[config.mk]
export PLATFORM = sky130hd
export DESIGN_NAME = psum_accum
export DESIGN_NICKNAME = d
export VERILOG_FILES = /design/src/rtl/psum_accum.sv
export SDC_FILE = /design/constraint.sdc
export NUM_CORES = 1
export LEC_CHECK = 0
export ABC_AREA = 0
export BUFFER_PORTS_ARGS = -buffer_cell sky130_fd_sc_hd__buf_2
export CORE_ASPECT_RATIO = 0.6
export CORE_MARGIN = 5
export CORE_UTILIZATION = 55
export CTS_BUF_LIST = sky130_fd_sc_hd__clkbuf_16
export DETAILED_ROUTE_END_ITERATION = 7
export PLACE_DENSITY_LB_ADDON = 0.2
export SYNTH_ARGS = -nofsm -noshare
export SYNTH_HDL_FRONTEND = slang
export SYNTH_SLANG_ARGS = --single-unit
[constraint.sdc]
create_clock -name clk -period 4.3 [get_ports clk]
set_input_delay 0.43 -clock clk [delete_from_list [all_inputs] [get_ports clk]]
set_output_delay 0.43 -clock clk [all_outputs]
set_load 0.005 [all_outputs]
[src/rtl/psum_accum.sv]
`default_nettype none
// ============================================================================
//  Module   : psum_accum
//  Purpose  : Pops 8-lane partial-sum vectors from the OFIFO (one per input
//             pixel), maps each pixel onto the output window for the current
//             kernel position and accumulates into the output SRAM:
//             overwrite on kij 0, read-modify-write otherwise, ReLU on the
//             last kernel position. Out-of-window pixels are dropped.
//  Revision : 1.0 - initial release
// ============================================================================
module psum_accum #(
    parameter int COL      = 8,
    parameter int PSUM_BW  = 16,
    parameter int IN_DIM   = 6,
    parameter int KER      = 3,
    parameter int OUT_BASE = 0
) (
    input  logic                     clk,
    input  logic                     reset,
    input  logic                     start,
    input  logic [3:0]               kij,
    output logic                     busy,
    output logic                     done,
    input  logic                     ofifo_valid,
    input  logic [COL*PSUM_BW-1:0]   ofifo_out,
    output logic                     ofifo_rd,
    input  logic [COL*PSUM_BW-1:0]   OP_q,
    output logic [COL*PSUM_BW-1:0]   OP_d,
    output logic [8:0]               OP_addr,
    output logic                     OP_cen,
    output logic                     OP_wen
);

    localparam int c_VW  = COL * PSUM_BW;
    localparam int c_OD  = IN_DIM - KER + 1;
    localparam int c_NK  = KER * KER;
    localparam int c_CW  = (IN_DIM > 2) ? $clog2(IN_DIM) : 1;

    typedef enum logic [1:0] {
        S_IDLE  = 2'd0,
        S_FETCH = 2'd1,
        S_ACC   = 2'd2,
        S_DONE  = 2'd3
    } state_t;

    state_t              r_state;
    logic [3:0]          r_kij;
    logic [3:0]          r_ki;
    logic [3:0]          r_kj;
    logic [c_CW-1:0]     r_row;
    logic [c_CW-1:0]     r_col;
    logic [c_VW-1:0]     r_hold;
    logic [8:0]          r_addr;
    logic                r_last;

    logic                w_accept;
    logic                w_pop;
    logic                w_last;
    logic                w_kij0;
    logic                w_relu;
    logic [9:0]          w_rz;
    logic [9:0]          w_cz;
    logic [9:0]          w_kiz;
    logic [9:0]          w_kjz;
    logic [9:0]          w_dr;
    logic [9:0]          w_dc;
    logic [9:0]          w_off;
    logic                w_win;
    logic [8:0]          w_addr;
    logic [c_VW-1:0]     w_acc;

    assign w_accept = (r_state == S_IDLE) && start && ({1'b0, kij} < 5'(c_NK));
    assign w_pop    = (r_state == S_FETCH) && ofifo_valid;
    assign w_last   = (r_row == c_CW'(IN_DIM - 1)) && (r_col == c_CW'(IN_DIM - 1));
    assign w_kij0   = (r_kij == 4'd0);
    assign w_relu   = (r_kij == 4'(c_NK - 1));

    // Window test and target address; widened so the subtractions cannot wrap unnoticed
    assign w_rz   = 10'(r_row);
    assign w_cz   = 10'(r_col);
    assign w_kiz  = 10'(r_ki);
    assign w_kjz  = 10'(r_kj);
    assign w_dr   = w_rz - w_kiz;
    assign w_dc   = w_cz - w_kjz;
    assign w_win  = (w_rz >= w_kiz) && (w_dr < 10'(c_OD)) &&
                    (w_cz >= w_kjz) && (w_dc < 10'(c_OD));
    assign w_off  = (w_dr * 10'(c_OD)) + w_dc;
    assign w_addr = 9'(OUT_BASE) + w_off[8:0];

    // Per-lane saturating add of SRAM read data and the held vector, optional ReLU
    for (genvar g = 0; g < COL; g++) begin : g_lane
        logic signed [PSUM_BW:0]   w_sum;
        logic        [PSUM_BW-1:0] w_sat;
        assign w_sum = {OP_q[g*PSUM_BW+PSUM_BW-1], OP_q[g*PSUM_BW +: PSUM_BW]} +
                       {r_hold[g*PSUM_BW+PSUM_BW-1], r_hold[g*PSUM_BW +: PSUM_BW]};
        assign w_sat = (w_sum[PSUM_BW] != w_sum[PSUM_BW-1]) ?
                       (w_sum[PSUM_BW] ? {1'b1, {(PSUM_BW-1){1'b0}}}
                                       : {1'b0, {(PSUM_BW-1){1'b1}}}) :
                       w_sum[PSUM_BW-1:0];
        assign w_acc[g*PSUM_BW +: PSUM_BW] = (w_relu && w_sat[PSUM_BW-1]) ?
                                             {PSUM_BW{1'b0}} : w_sat;
    end

    // Pass sequencing: latch kernel position, walk pixels, hold RMW operands
    always_ff @(posedge clk or negedge reset) begin
        if (!reset) begin
            r_state <= S_IDLE;
            r_kij   <= 4'd0;
            r_ki    <= 4'd0;
            r_kj    <= 4'd0;
            r_row   <= '0;
            r_col   <= '0;
            r_hold  <= '0;
            r_addr  <= 9'd0;
            r_last  <= 1'b0;
        end else begin
            case (r_state)
                S_IDLE: begin
                    if (w_accept) begin
                        r_kij   <= kij;
                        r_ki    <= kij / 4'(KER);
                        r_kj    <= kij % 4'(KER);
                        r_row   <= '0;
                        r_col   <= '0;
                        r_state <= S_FETCH;
                    end
                end
                S_FETCH: begin
                    if (w_pop) begin
                        if (r_col == c_CW'(IN_DIM - 1)) begin
                            r_col <= '0;
                            r_row <= r_row + 1'b1;
                        end else begin
                            r_col <= r_col + 1'b1;
                        end
                        if (w_win && !w_kij0) begin
                            r_hold  <= ofifo_out;
                            r_addr  <= w_addr;
                            r_last  <= w_last;
                            r_state <= S_ACC;
                        end else if (w_last) begin
                            r_state <= S_DONE;
                        end
                    end
                end
                S_ACC: begin
                    r_state <= r_last ? S_DONE : S_FETCH;
                end
                default: begin
                    r_state <= S_IDLE;
                end
            endcase
        end
    end

    assign busy = (r_state != S_IDLE);
    assign done = (r_state == S_DONE);

    // SRAM and pop strobes decoded from state, counters and FIFO head
    always_comb begin
        ofifo_rd = 1'b0;
        OP_cen   = 1'b1;
        OP_wen   = 1'b1;
        OP_addr  = 9'd0;
        OP_d     = '0;
        case (r_state)
            S_FETCH: begin
                ofifo_rd = ofifo_valid;
                if (ofifo_valid && w_win) begin
                    OP_cen  = 1'b0;
                    OP_addr = w_addr;
                    if (w_kij0) begin
                        OP_wen = 1'b0;
                        OP_d   = ofifo_out;
                    end
                end
            end
            S_ACC: begin
                OP_cen  = 1'b0;
                OP_wen  = 1'b0;
                OP_addr = r_addr;
                OP_d    = w_acc;
            end
            default: begin
                ofifo_rd = 1'b0;
            end
        endcase
    end

endmodule
`default_nettype wire

# [Word-level counts from Yosys, hierarchy flattened]
# Cells that the tools add are included.
[op_classes] n_lt_le_gt_ge=5 n_div=2 muxes=48 n_reduce_logical=27 n_eq_ne=18 n_addsub=13
[ops] op="$mux 16" count=24
[ops] op="$mux 128" count=2
[ops] op="$pmux 128 s2" count=1
[ops] op="$add 16x16->17" count=8
[ops] op="$lt 10x3->1 const B" count=2
[ops] op="$pmux 9 s2" count=1
[ops] op="$logic_and 1x1->1" count=17
[ops] op="$mux 3" count=5
[ops] op="$pmux 3 s2" count=2
[ops] op="$mux 2" count=5
[ops] op="$sub 3x4->5" count=2
[ops] op="$mux 9" count=1
[ops] op="$reduce_and 3->1" count=3
[ops] op="$add 7x5->8" count=1
[ops] op="$ge 3x4->1" count=2
[ops] op="$ne 1x1->1" count=8
[ops] op="$add 3x1->3 const B" count=2
[ops] op="$eq 3x3->1 const B" count=2
[ops] op="$pmux 2 s3" count=1
[ops] op="$div 4x2->4 const B" count=1
[ops] op="$eq 2x2->1 const B" count=2
[ops] op="$eq 4x4->1 const B" count=1
[ops] op="$logic_not 4->1" count=1
[ops] op="$lt 4x4->1 const B" count=1
[ops] op="12 further kinds" count=18
[totals] out_inout_bits=142 register_bits=158

# [Depth between registers and ports, before layout]
# Gate-level depths: netlist of run 1.
[logic_depth] ltp_word=9 ltp_mapped=16 mapped_depth_nobuf=15

# [Worst setup path before layout of run 1]
# No wires, ideal clock.
[synth_path] kind="input port to output port" from="input port OP_q[49]" to="output port OP_d[49]" stages=16 arrival_time_ps=3307 n_path_buf=1 slack_ps=563 cell_sequence="ha_1 > a21oi_1 > o211ai_1 > o21ai_1 > o21ai_1 > a211o_1 > a21o_1 > a21o_1 > xor2_1 > ha_1 > nor2_1 > o21ai_0 > a21oi_1 > clkbuf_1 > o21ai_0 > a21oi_1"
[synth_between] elab_chain_len=6 elab_cells_between_ends=7
[synth_lines] item="from (decl)" line="27" text="input logic [COL*PSUM_BW-1:0] OP_q,"
[synth_lines] item="$add 16x16->17 *" line="94" text="assign w_sum = {OP_q[g*PSUM_BW+PSUM_BW-1], OP_q[g*PSUM_BW +: PSUM_BW]} +"
[synth_lines] item="$mux 16 or $ne 1x1->1 (tied branches)" line="97, 96"
[synth_lines] item="$mux 16 *" line="96" text="assign w_sat = (w_sum[PSUM_BW] != w_sum[PSUM_BW-1]) ?"
[synth_lines] item="$logic_and 1x1->1" line="100" text="assign w_acc[g*PSUM_BW +: PSUM_BW] = (w_relu && w_sat[PSUM_BW-1]) ?"
[synth_lines] item="$mux 16 *" line="100"
[synth_lines] item="$pmux 128 s2 *" line="166" text="case (r_state)"
[synth_lines] item="to (decl)" line="28" text="output logic [COL*PSUM_BW-1:0] OP_d,"
# Mark *: on every way between the ends. The rest lies on a longest branch, timed or not.

# [Worst setup path after layout of run 1]
[layout_path] from="register r_row[0]" to="output port OP_d[66]"
[layout_between] elab_chain_len=8 elab_cells_between_ends=9
[layout_lines] item="from (decl)" line="50" text="logic [c_CW-1:0] r_row;"
[layout_lines] item="from (signal assigned)" line="132" text="r_row <= r_row + 1'b1;"
[layout_lines] item="$sub 3x4->5" line="83" text="assign w_dr = w_rz - w_kiz;"
[layout_lines] item="$lt 10x3->1" line="85" text="assign w_win = (w_rz >= w_kiz) && (w_dr < 10'(c_OD)) &&"
[layout_lines] item="$logic_and 1x1->1 * (2 in series)" line="85"
[layout_lines] item="$logic_and 1x1->1 *" line="86" text="(w_cz >= w_kjz) && (w_dc < 10'(c_OD));"
[layout_lines] item="$logic_and 1x1->1 *" line="169" text="if (ofifo_valid && w_win) begin"
[layout_lines] item="$mux 128 *" line="169"
[layout_lines] item="$pmux 128 s2 *" line="166"
# Marks and branches as above.

==> reports/metrics.yaml, run 1 <==
yosysSeqAreaShare_pct: 25.8
fin_cells: 2580
via_per_inst: 6.10
grt_pass1_wl_um: 80100
end_kind: "output pin"
maxCapViolations: 0
finalSetupViolCount: 1
grtUsageMet2_pct: 49.1
fin_util_pct: 70.9
dp.cells: 2501
use_met1_pct: 45.0
worstReg2RegEnd: "r_hold[64]$_DFFE_PN0P_"
busiest_layer: "met2"
reg2reg_slack_ps: 490
combPwrFrac_pct: 69.6
routedWlPerCell_um: 20.6
cts_buffer_depth: 2
fmax_ghz: 0.232
drive_gt1_share_pct: 32.0
dr.pass1.iters: 6
power_density_nw_per_um2: 626
antenna_left: 0
finalWeightedCongestion: 0.955
seqPwrFrac_pct: 18.5
p_sw_share_pct: 48.7
clk_latency_ps: 450
io_buffers: 405
grt_pass1_vias: 14900
rsz0062_at_grt: "yes"
syn_avg_cell_area_um2: 8.57
synth_nets: 2197
syn_inst: 1768
cts-root-buf: "clkbuf_16"
vias: 15700
rr_startpoint: "r_row[0]$_DFFE_PN0P_"
yosysWarningCount: 0
slowest_stage: "fa_1"
final_common_cell: "buf_2"
routed_wl_um: 53100
start_kind: "register"
worst-setup-path-type: "reg -> out"
io_pins: 406
crit_path_start: "r_row[0]$_DFFE_PN0P_"
stdcell_area_um2: 19400
path_clk_slew_ps: 70
syn_to_final_growth_pct: 28.0
die_y_um: 139
crit_buf_inv: 6
cpPeakStageDelay_ps: 510
internal-power_w: 0.00622
die_area_um2: 31100
hp-class: "in -> async"
cts.sinks: 156
switching_power_w: 0.00591
grt_overflow: 0
cp_max_fo: 8
n_fill_cell: 2178
p_clk_share_pct: 11.9
cts_made_buffers: 17
violations: "negative hold slack, negative setup slack"
seqCellArea_um2: 3900
cellLeakagePower_nw: 9.87
ys_types: 86
fin_nets: 2619
hold_buffers: 0
reg2regPathDepth: 14
fin_crit_sh_pct: 100
worstPathArrival_ps: 3880
setup_slack_ps: -6.36
grtUsageTotal_pct: 31.7
final_hold_viol_count: 9
placed_area_um2: 17600
start_util_pct: 55.4
status: "finished, violations left"
core-area_um2: 27300
drc: 0
die_w_um: 224
mostFrequentLayoutCells: "404 x buf_2, 165 x nand2_1, 156 x dfrtp_1"
synth-seq-cells: 156
dr.first_iter.drc_count: 1163
worstMarginPinSlew_ps: 940
path_cells: "inv_2 > ha_4 > inv_2 > fa_2 > fa_1 > or3_4 > a221oi_4 > and2_4 > nor2b_4 > buf_6 > buf_12 > and2_4 > buf_8 > nand2_2 > o21ai_1 > buf_2"
max-vdd-ir-drop_mv: 0.442
skew_ps: 9.48
maxSlewHeadroom_pct: 37.3
synthArstFlopShare_pct: 100
worstPathRequired_ps: 3870
hold_ws_ps: -15.9
cts.htree.levels: 4
tns_ps: -6.36
critPathTopFamily: "simple AND/OR/NAND/NOR gates"
antenna_found_initial: 18
rows: 47
maxSlewViolCount: 0
synthFlopType: "dfrtp_1"
cts_tree: "done"
use_met3_pct: 6.85
grt_max_degree: 83
hpwl_um: 39200
synth-edff-count: 0
multi_input_area_um2: 11400
period_needed_ps: 4310
synth_area_um2: 15100
-- flip-flops by register name, indices dropped and copies added (netlist names) --
register  count
r_state       2
r_addr        8
r_kij         4
r_col         3
r_last        1
r_kj          4
r_hold      128
r_ki          3
r_row         3
-- cell usage after synthesis (30+ instances only) --
cell      count  area, µm²
nand3_1      32        160
ha_1        153       1910
dfrtp_1     156       3900
a21oi_1     181        906
o21ai_1      98        490
mux2_2       42        473
o21ai_0      75        375
nor2_1      116        435
nand2_1     196        736
a21o_1       50        375
inv_1        53        199
xor2_1       34        298
buf_2        30        150
xnor2_1      60        526
mux2_1       94       1060
a211oi_1     33        248
-- power groups by stage --
stage	combinational, W	clock (W)	sequential (W)
final	0.00844	0.00145	0.00224
after global routing	0.00921	0.00154	0.00229
after CTS	0.00774	0.00146	0.00222
after detailed placement	0.00754	0	0.00225
after global placement	0.00738	0	0.00222
after floorplan	0.00531	0	0.00215
-- what timing repair did --
item | CTS | global route
buffers inserted | 10 | 15
hold endpoints to repair | 0 | 0
setup endpoints to repair | 85 | 128
cloned | 4 | 8
pin swaps | 13 | 67
gates resized for setup | 21 | 168
-- worst max path at each step --
stage,to,slack (ps),depth (start not counted)
2_1_floorplan,OP_d[49],560,16
3_3_place_gp,OP_d[100],250,18
3_5_place_dp,OP_d[100],20,18
4_1_cts,OP_d[2],1,15
5_1_grt,OP_d[66],-140,16
6_report,OP_d[66],-6,16
-- worst reg2reg max path, cell delays in order (launching register included) --
cell	delay (ps)
dfrtp_1	420
inv_2	90
ha_4	130
inv_2	30
fa_2	330
fa_1	510
or3_4	390
a221oi_4	210
and2_4	190
buf_4	100
buf_4	100
buf_4	190
nand2_4	270
buf_12	310
mux2_1	420
-- metrics by stage --
stage | power, W | worst slack [ps]
6_report | 0.0121 | -6.36
5_1_grt | 0.0130 | -140
4_1_cts | 0.0114 | 1.08
3_5_place_dp | 0.00979 | 17.1
3_3_place_gp | 0.00960 | 245
2_1_floorplan | 0.00747 | 563
-- area by class of cell --
class	instances	share of cell area [%]
Inverter	54	1.06
Antenna cell	10	0.129
Sequential cell	156	20.1
Clock buffer	17	2.19
Timing Repair Buffer	471	14.7
Tap cell	367	2.37
Multi-Input combinational cell	1490	58.8
Clock inverter	15	0.574
-- cells by family after synthesis --
kind of cell	synth area share (%)
buffers and inverters	3.45
and+or+nand+nor	15.0
muxes	10.4
xor gates and xnor gates	5.65
adders and majority gates	14.2
DFF	25.8
AOI/OAI and AO/OA	25.5
-- routing by layer --
metal / vias up / part of all wire, %
met5: - / 0.18
met3: 99 / 8.7
met2: 694 / 45
met1: 7578 / 43
met4: 16 / 2.6
li1: 7355 / -
Power figures use the tool's default switching activity.
==> run 2: changes to the inputs <==
- CORE_UTILIZATION: 55 -> 59
- clock period: 4.3 -> 5.4 ns (I/O delays scaled with it)
==> run 2 against run 1 <==
The flow now finishes without violations; final area decreased by 6.6%; routed wire length shrank 6.1%; register-to-register slack improved by 740 ps; sequential cell count unchanged; die area down 6.4%; via count is 2.1% lower; critical path type unchanged; largest cell class unchanged; highest routed layer unchanged.
==> reports/metrics.yaml, run 2 (synthesis gave the netlist of run 1 again) <==
skew_ps: 9.26  # -0.222 ps
die_area_um2: 29100  # -6.4%
hold_buffers: 0  # unchanged
fin_cells: 2493  # -3.4%
largest_register: "r_hold"
worstPathRequired_ps: 4860  # +990 ps
hpwl_um: 38800  # -0.88%
tns_ps: 0  # +6.36 ps
grt_pass1_vias: 14500  # -2.4%
grt_max_degree: 107  # +29%
dp_worst_setup_slack_ps: 661  # +644 ps
cts_tree: "done"
dp.cells: 2450  # -2.0%
fin_nets: 2569  # -1.9%
die_y_um: 134  # -3.2%
vias: 15400  # -2.1%
seqPwrFrac_pct: 19.4  # +0.9 points
hp-class: "in -> async"
n_fill_cell: 2048  # -6.0%
start_util_pct: 59.9  # +4.5 points
start_kind: "register"
worst-setup-path-type: "reg -> out"
final_hold_viol_count: 0  # -9
internal-power_w: 0.00482  # -22%
largestRegisters: "r_hold (128), r_addr (8)"
antenna_found_initial: 19  # +1
fmax_ghz: 0.196
via_per_inst: 6.18  # +1.3%
cts_buffer_depth: 2  # unchanged
drive_gt1_share_pct: 25.1  # -7.0 points
dr.pass1.iters: 8  # +2
busiest_layer: "met2"
rsz0062_at_grt: "no"
fin_util_pct: 71.6  # +0.70 points
syn_to_final_growth_pct: 19.5
clk_latency_ps: 450  # about the same
combPwrFrac_pct: 66.0  # -3.6 points
period_needed_ps: 5110
grtUsageMet2_pct: 51.1  # +2.0 points
routed_wl_um: 49900  # -6.1%
mostFrequentLayoutCells: "404 x buf_2, 195 x nand2_1, 181 x a21oi_1"
largest_reg_flops: 128  # unchanged
cp_max_fo: 54  # +46
path_clk_slew_ps: 60  # about the same
use_met1_pct: 46.1  # +1.1 points
slowest_stage: "and2_1"
dr.first_iter.drc_count: 1445  # +24%
cpPeakStageDelay_ps: 490  # -20 ps
hold_ws_ps: 17.0  # +32.8 ps
grt_pass1_wl_um: 77700  # -3.0%
worstMarginPinSlew_ps: 911  # -28.9 ps
grtUsageTotal_pct: 32.9  # +1.2 points
crit_buf_inv: 4  # -2
die_w_um: 217  # -3.3%
finalWeightedCongestion: 0.918  # -3.8%
status: "finished clean"
cts.sinks: 156  # unchanged
p_clk_share_pct: 14.6  # +2.7 points
setup_slack_ps: 293  # +300 ps
maxCapViolations: 0  # unchanged
routedWlPerCell_um: 20.0  # -2.8%
final_common_cell: "buf_2"
end_kind: "output pin"
cts.htree.levels: 4  # unchanged
io_pins: 406  # unchanged
worstPathArrival_ps: 4570  # +690 ps
core-area_um2: 25300  # -7.5%
use_met3_pct: 7.99  # +1.1 points
ctsResizeCount: 0  # -100%
grt_overflow: 0  # unchanged
path_cells: "inv_1 > ha_1 > inv_1 > fa_1 > fa_1 > or3_1 > a221oi_1 > and2_1 > nor2b_4 > buf_12 > nand2_1 > nor3b_2 > a211oi_2 > buf_2"
finalSetupViolCount: 0  # -1
rows: 45  # -4.3%
p_sw_share_pct: 47.5  # -1.2 points
post_cts.repair.setup_buffers: 0  # -10
maxSlewViolCount: 0  # unchanged
antenna_left: 0  # unchanged
io_buffers: 405  # unchanged
cellLeakagePower_nw: 9.36  # -5.1%
critPathTopFamily: "simple AND/OR/NAND/NOR gates"
max-vdd-ir-drop_mv: 0.493  # +11%
fin_crit_sh_pct: 94.6
power_density_nw_per_um2: 507  # -19%
cts_made_buffers: 17  # unchanged
maxSlewHeadroom_pct: 39.0  # +1.6 points
drc: 0  # unchanged
cts-root-buf: "clkbuf_16"
switching_power_w: 0.00436  # -26%
[run 2: final cells by class]
| class | count | area, µm² | area share, % |
|---|---|---|---|
| multi-input combinational | 1490 | 10700 | 59.3 |
| sequential | 156 | 3900 | 21.6 |
| timing repair buffer | 421 | 2190 | 12.1 |
| clock buffer | 17 | 425 | 2.35 |
| tap | 329 | 412 | 2.27 |
| inverter | 54 | 205 | 1.13 |
| clock inverter | 15 | 204 | 1.13 |
| antenna | 11 | 27.5 | 0.152 |
[run 2: power by group through the flow]
stage / clock network, W / registers, W / logic, W
after CTS: 0.00136 / 0.00177 / 0.00599
final: 0.00134 / 0.00178 / 0.00606
after detailed placement: 0 / 0.00179 / 0.00594
after global routing: 0.00140 / 0.00182 / 0.00666
after floorplan: 0 / 0.00171 / 0.00423
after global placement: 0 / 0.00177 / 0.00577
[run 2: final timing paths]
| kind | from | cells past startpoint | endpoint | slack, ps |
|---|---|---|---|---|
| worst max-delay path | r_row[0]$_DFFE_PN0P_ | 14 | OP_d[41] | 290 |
| worst min-delay path | reset | 1 | r_hold[105]$_DFFE_PN0P_ | 20 |
| worst max register to register | r_row[0]$_DFFE_PN0P_ | 11 | r_hold[41]$_DFFE_PN0P_ | 1230 |
| worst min register to register | r_last$_DFFE_PN0P_ | 2 | r_last$_DFFE_PN0P_ | 490 |
| max in group asynchronous | reset | 2 | r_hold[110]$_DFFE_PN0P_ | 4100 |
| min in group clk | ofifo_out[24] | 2 | r_hold[24]$_DFFE_PN0P_ | 310 |
[run 2: per-layer routing]
metal | up-vias | share of wire (%)
met5 | - | 0.17
met4 | 12 | 2.3
met3 | 87 | 9.1
met2 | 730 | 45
met1 | 7342 | 44
li1 | 7234 | -
[run 2: through the flow]
| stage | power (W) | area, µm² |
|---|---|---|
| CTS | 0.00912 | 18100 |
| finish | 0.00918 | 18100 |
| detailed placement | 0.00773 | 17400 |
| floorplan | 0.00594 | 15100 |
| global placement | 0.00754 | 17400 |
| global route | 0.00989 | 18100 |
==> run 3: changes to the inputs <==
- CORE_UTILIZATION: 59 -> 60
- CTS_BUF_LIST: sky130_fd_sc_hd__clkbuf_16 -> sky130_fd_sc_hd__clkbuf_8
==> run 3 against run 2 <==
Die area decreased by 1.6%; highest routed layer unchanged; global-route usage increased by 0.61 points; cell count increased by 0.12%.
==> reports/metrics.yaml, run 3 (synthesis gave the netlist of run 1 again) <==
status: "finished clean"
cts-root-buf: "clkbuf_8"
cts_made_buffers: 17  # unchanged
switching_power_w: 0.00429  # -1.5%
use_met1_pct: 44.8  # -1.3 points
antenna_found_initial: 19  # unchanged
worst-setup-path-type: "reg -> out"
via_per_inst: 6.18  # about the same
die_y_um: 133  # -0.77%
die_area_um2: 28600  # -1.6%
dr.pass1.iters: 7  # -1
final_hold_viol_count: 0  # unchanged
stdcell_area_um2: 17900  # -1.4%
grt_pass1_vias: 15000  # +2.9%
final_common_cell: "buf_2"
antenna_left: 0  # unchanged
syn_to_final_growth_pct: 17.9
die_w_um: 215  # -0.80%
grtUsageTotal_pct: 33.5  # +0.61 points
largest_register: "r_hold"
post_cts.repair.setup_buffers: 0  # unchanged
internal-power_w: 0.00440  # -8.7%
finalWeightedCongestion: 0.967  # +5.3%
cts.htree.levels: 4  # unchanged
maxSlewViolCount: 0  # unchanged
mostFrequentLayoutCells: "404 x buf_2, 195 x nand2_1, 181 x a21oi_1"
grtUsageMet2_pct: 53.2  # +2.1 points
fmax_ghz: 0.197  # +0.84%
path_cells: "inv_1 > ha_1 > inv_1 > fa_1 > fa_1 > or3_1 > a221oi_1 > and2_2 > nor2b_4 > buf_12 > nand2_1 > nor3b_2 > a211oi_2 > buf_2"
combPwrFrac_pct: 69.3  # +3.3 points
fin_nets: 2570  # +0.039%
placed_area_um2: 17400  # about the same
start_kind: "register"
end_kind: "output pin"
fin_crit_sh_pct: 93.8  # -0.79 points
worstPathRequired_ps: 4860  # about the same
worstPathArrival_ps: 4520  # -50 ps
vias: 15400  # +0.17%
drive_gt1_share_pct: 25.2  # +0.13 points
p_clk_share_pct: 10.3  # -4.3 points
clk_latency_ps: 510  # +60 ps
grt_pass1_wl_um: 78500  # +1.1%
rows: 45  # unchanged
cts.sinks: 156  # unchanged
dr.first_iter.drc_count: 1127  # -22%
p_sw_share_pct: 49.4  # +1.9 points
path_clk_slew_ps: 90  # +30 ps
cpPeakStageDelay_ps: 470  # -20 ps
drc: 0  # unchanged
total_power_w: 0.00870  # -5.3%
slowest_stage: "fa_1"
power_density_nw_per_um2: 487  # -4.0%
hpwl_um: 38500  # -0.92%
use_met3_pct: 8.00  # +0.018 points
cellLeakagePower_nw: 9.24  # -1.2%
period_needed_ps: 5060  # -42.8 ps
n_fill_cell: 2067  # +0.93%
hold_buffers: 0  # unchanged
maxSlewHeadroom_pct: 44.2  # +5.2 points
cts_buffer_depth: 2  # unchanged
tns_ps: 0  # unchanged
routed_wl_um: 49400  # -1.0%
max-vdd-ir-drop_mv: 0.317  # -36%
maxCapViolations: 0  # unchanged
seqPwrFrac_pct: 20.4  # +1.0 points
finalSetupViolCount: 0  # unchanged
grt_max_degree: 85  # -21%
start_util_pct: 60.4  # +0.54 points
routedWlPerCell_um: 19.8  # -1.2%
busiest_layer: "met2"
worstMarginPinSlew_ps: 838  # -73.5 ps
largest_reg_flops: 128  # unchanged
grt_overflow: 0  # unchanged
io_buffers: 405  # unchanged
cts_tree: "done"
fin_cells: 2496  # +0.12%
largestRegisters: "r_hold (128), r_addr (8)"
core-area_um2: 25100  # -0.89%
rsz0062_at_grt: "no"
hp-class: "in -> async"
dp.cells: 2451  # +0.041%
skew_ps: 18.0  # +8.77 ps
cp_max_fo: 71  # +31%
io_pins: 406  # unchanged
## run 3: changes by cell type in the layout (fill, tap and decap cells not counted), moves of 2 or more
cell,before,now
buf_4,13,15
bufinv_16,5,1
clkbuf_8,0,20
clkinvlp_4,0,2
clkbuf_16,17,0
clkinv_1,2,0
diode_2,11,13
## run 3: critical path: cells and delay by family (launching register included)
kind / cells / cell delay, ps
AND/OR/NAND/NOR: 5 / 1380
AO/OA/AOI/OAI: 2 / 530
flip-flops: 1 / 430
adder cells (fa/ha/maj): 3 / 1030
buffers and inverters: 4 / 630
## run 3: path summary, 6_finish.rpt
path,startpoint,to,slack [ps],depth (start not counted)
hold reg to reg,r_kij[0]$_DFFE_PN0P_,r_kij[0]$_DFFE_PN0P_,490,2
setup reg to reg,r_row[0]$_DFFE_PN0P_,r_hold[67]$_DFFE_PN0P_,1200,11
setup / recovery,r_row[0]$_DFFE_PN0P_,OP_d[46],340,14
min in group clk,ofifo_out[123],r_hold[123]$_DFFE_PN0P_,250,2
max in group asynchronous,reset,r_hold[61]$_DFFE_PN0P_,4210,2
hold / removal,reset,r_hold[107]$_DFFE_PN0P_,80,1
## run 3: repair_timing
action | in CTS | in global routing
endpoints found under the setup margin | 0 | 24
resized for setup | 0 | 2
hold endpoints to repair | 0 | 0
## run 3: area by class of cell
class                   instances  area (µm²)  area share (%)
diodes                         13        32.5           0.182
inverters                      54         205            1.15
repair buffers                422        2190            12.2
clock buffers                  20         275            1.54
multi-input cells            1490       10700            60.2
flip-flops and latches        156        3900            21.9
clock inverters                12        98.8           0.554
well taps                     329         412            2.31
## run 3: per-stage QoR
| step | setup WS [ps] | hold WS [ps] | util, % |
|---|---|---|---|
| 2_1_floorplan | 1440 | 244 | - |
| 3_3_place_gp | 882 | 461 | 69.6 |
| 3_5_place_dp | 683 | 466 | 69.6 |
| 4_1_cts | 147 | 88.4 | 71.1 |
| 5_1_grt | 72.4 | 117 | 71.3 |
| 6_report | 336 | 78.5 | 71.3 |
## run 3: power groups by stage
stage / registers (W) / clock network (W) / logic, W
final: 0.00177 / 0.000895 / 0.00603
after global routing: 0.00181 / 0.000949 / 0.00665
after CTS: 0.00177 / 0.000906 / 0.00597
after detailed placement: 0.00179 / 0 / 0.00593
after global placement: 0.00177 / 0 / 0.00576
after floorplan: 0.00171 / 0 / 0.00423
## run 3: layer usage
layer / vias up / share of wire, % / wire, µm
li1: 7246 / - / -
met1: 7341 / 43 / 21100
met2: 726 / 45 / 22200
met3: 106 / 8.9 / 4390
met4: 12 / 3.2 / 1580
met5: - / 0.13 / 66
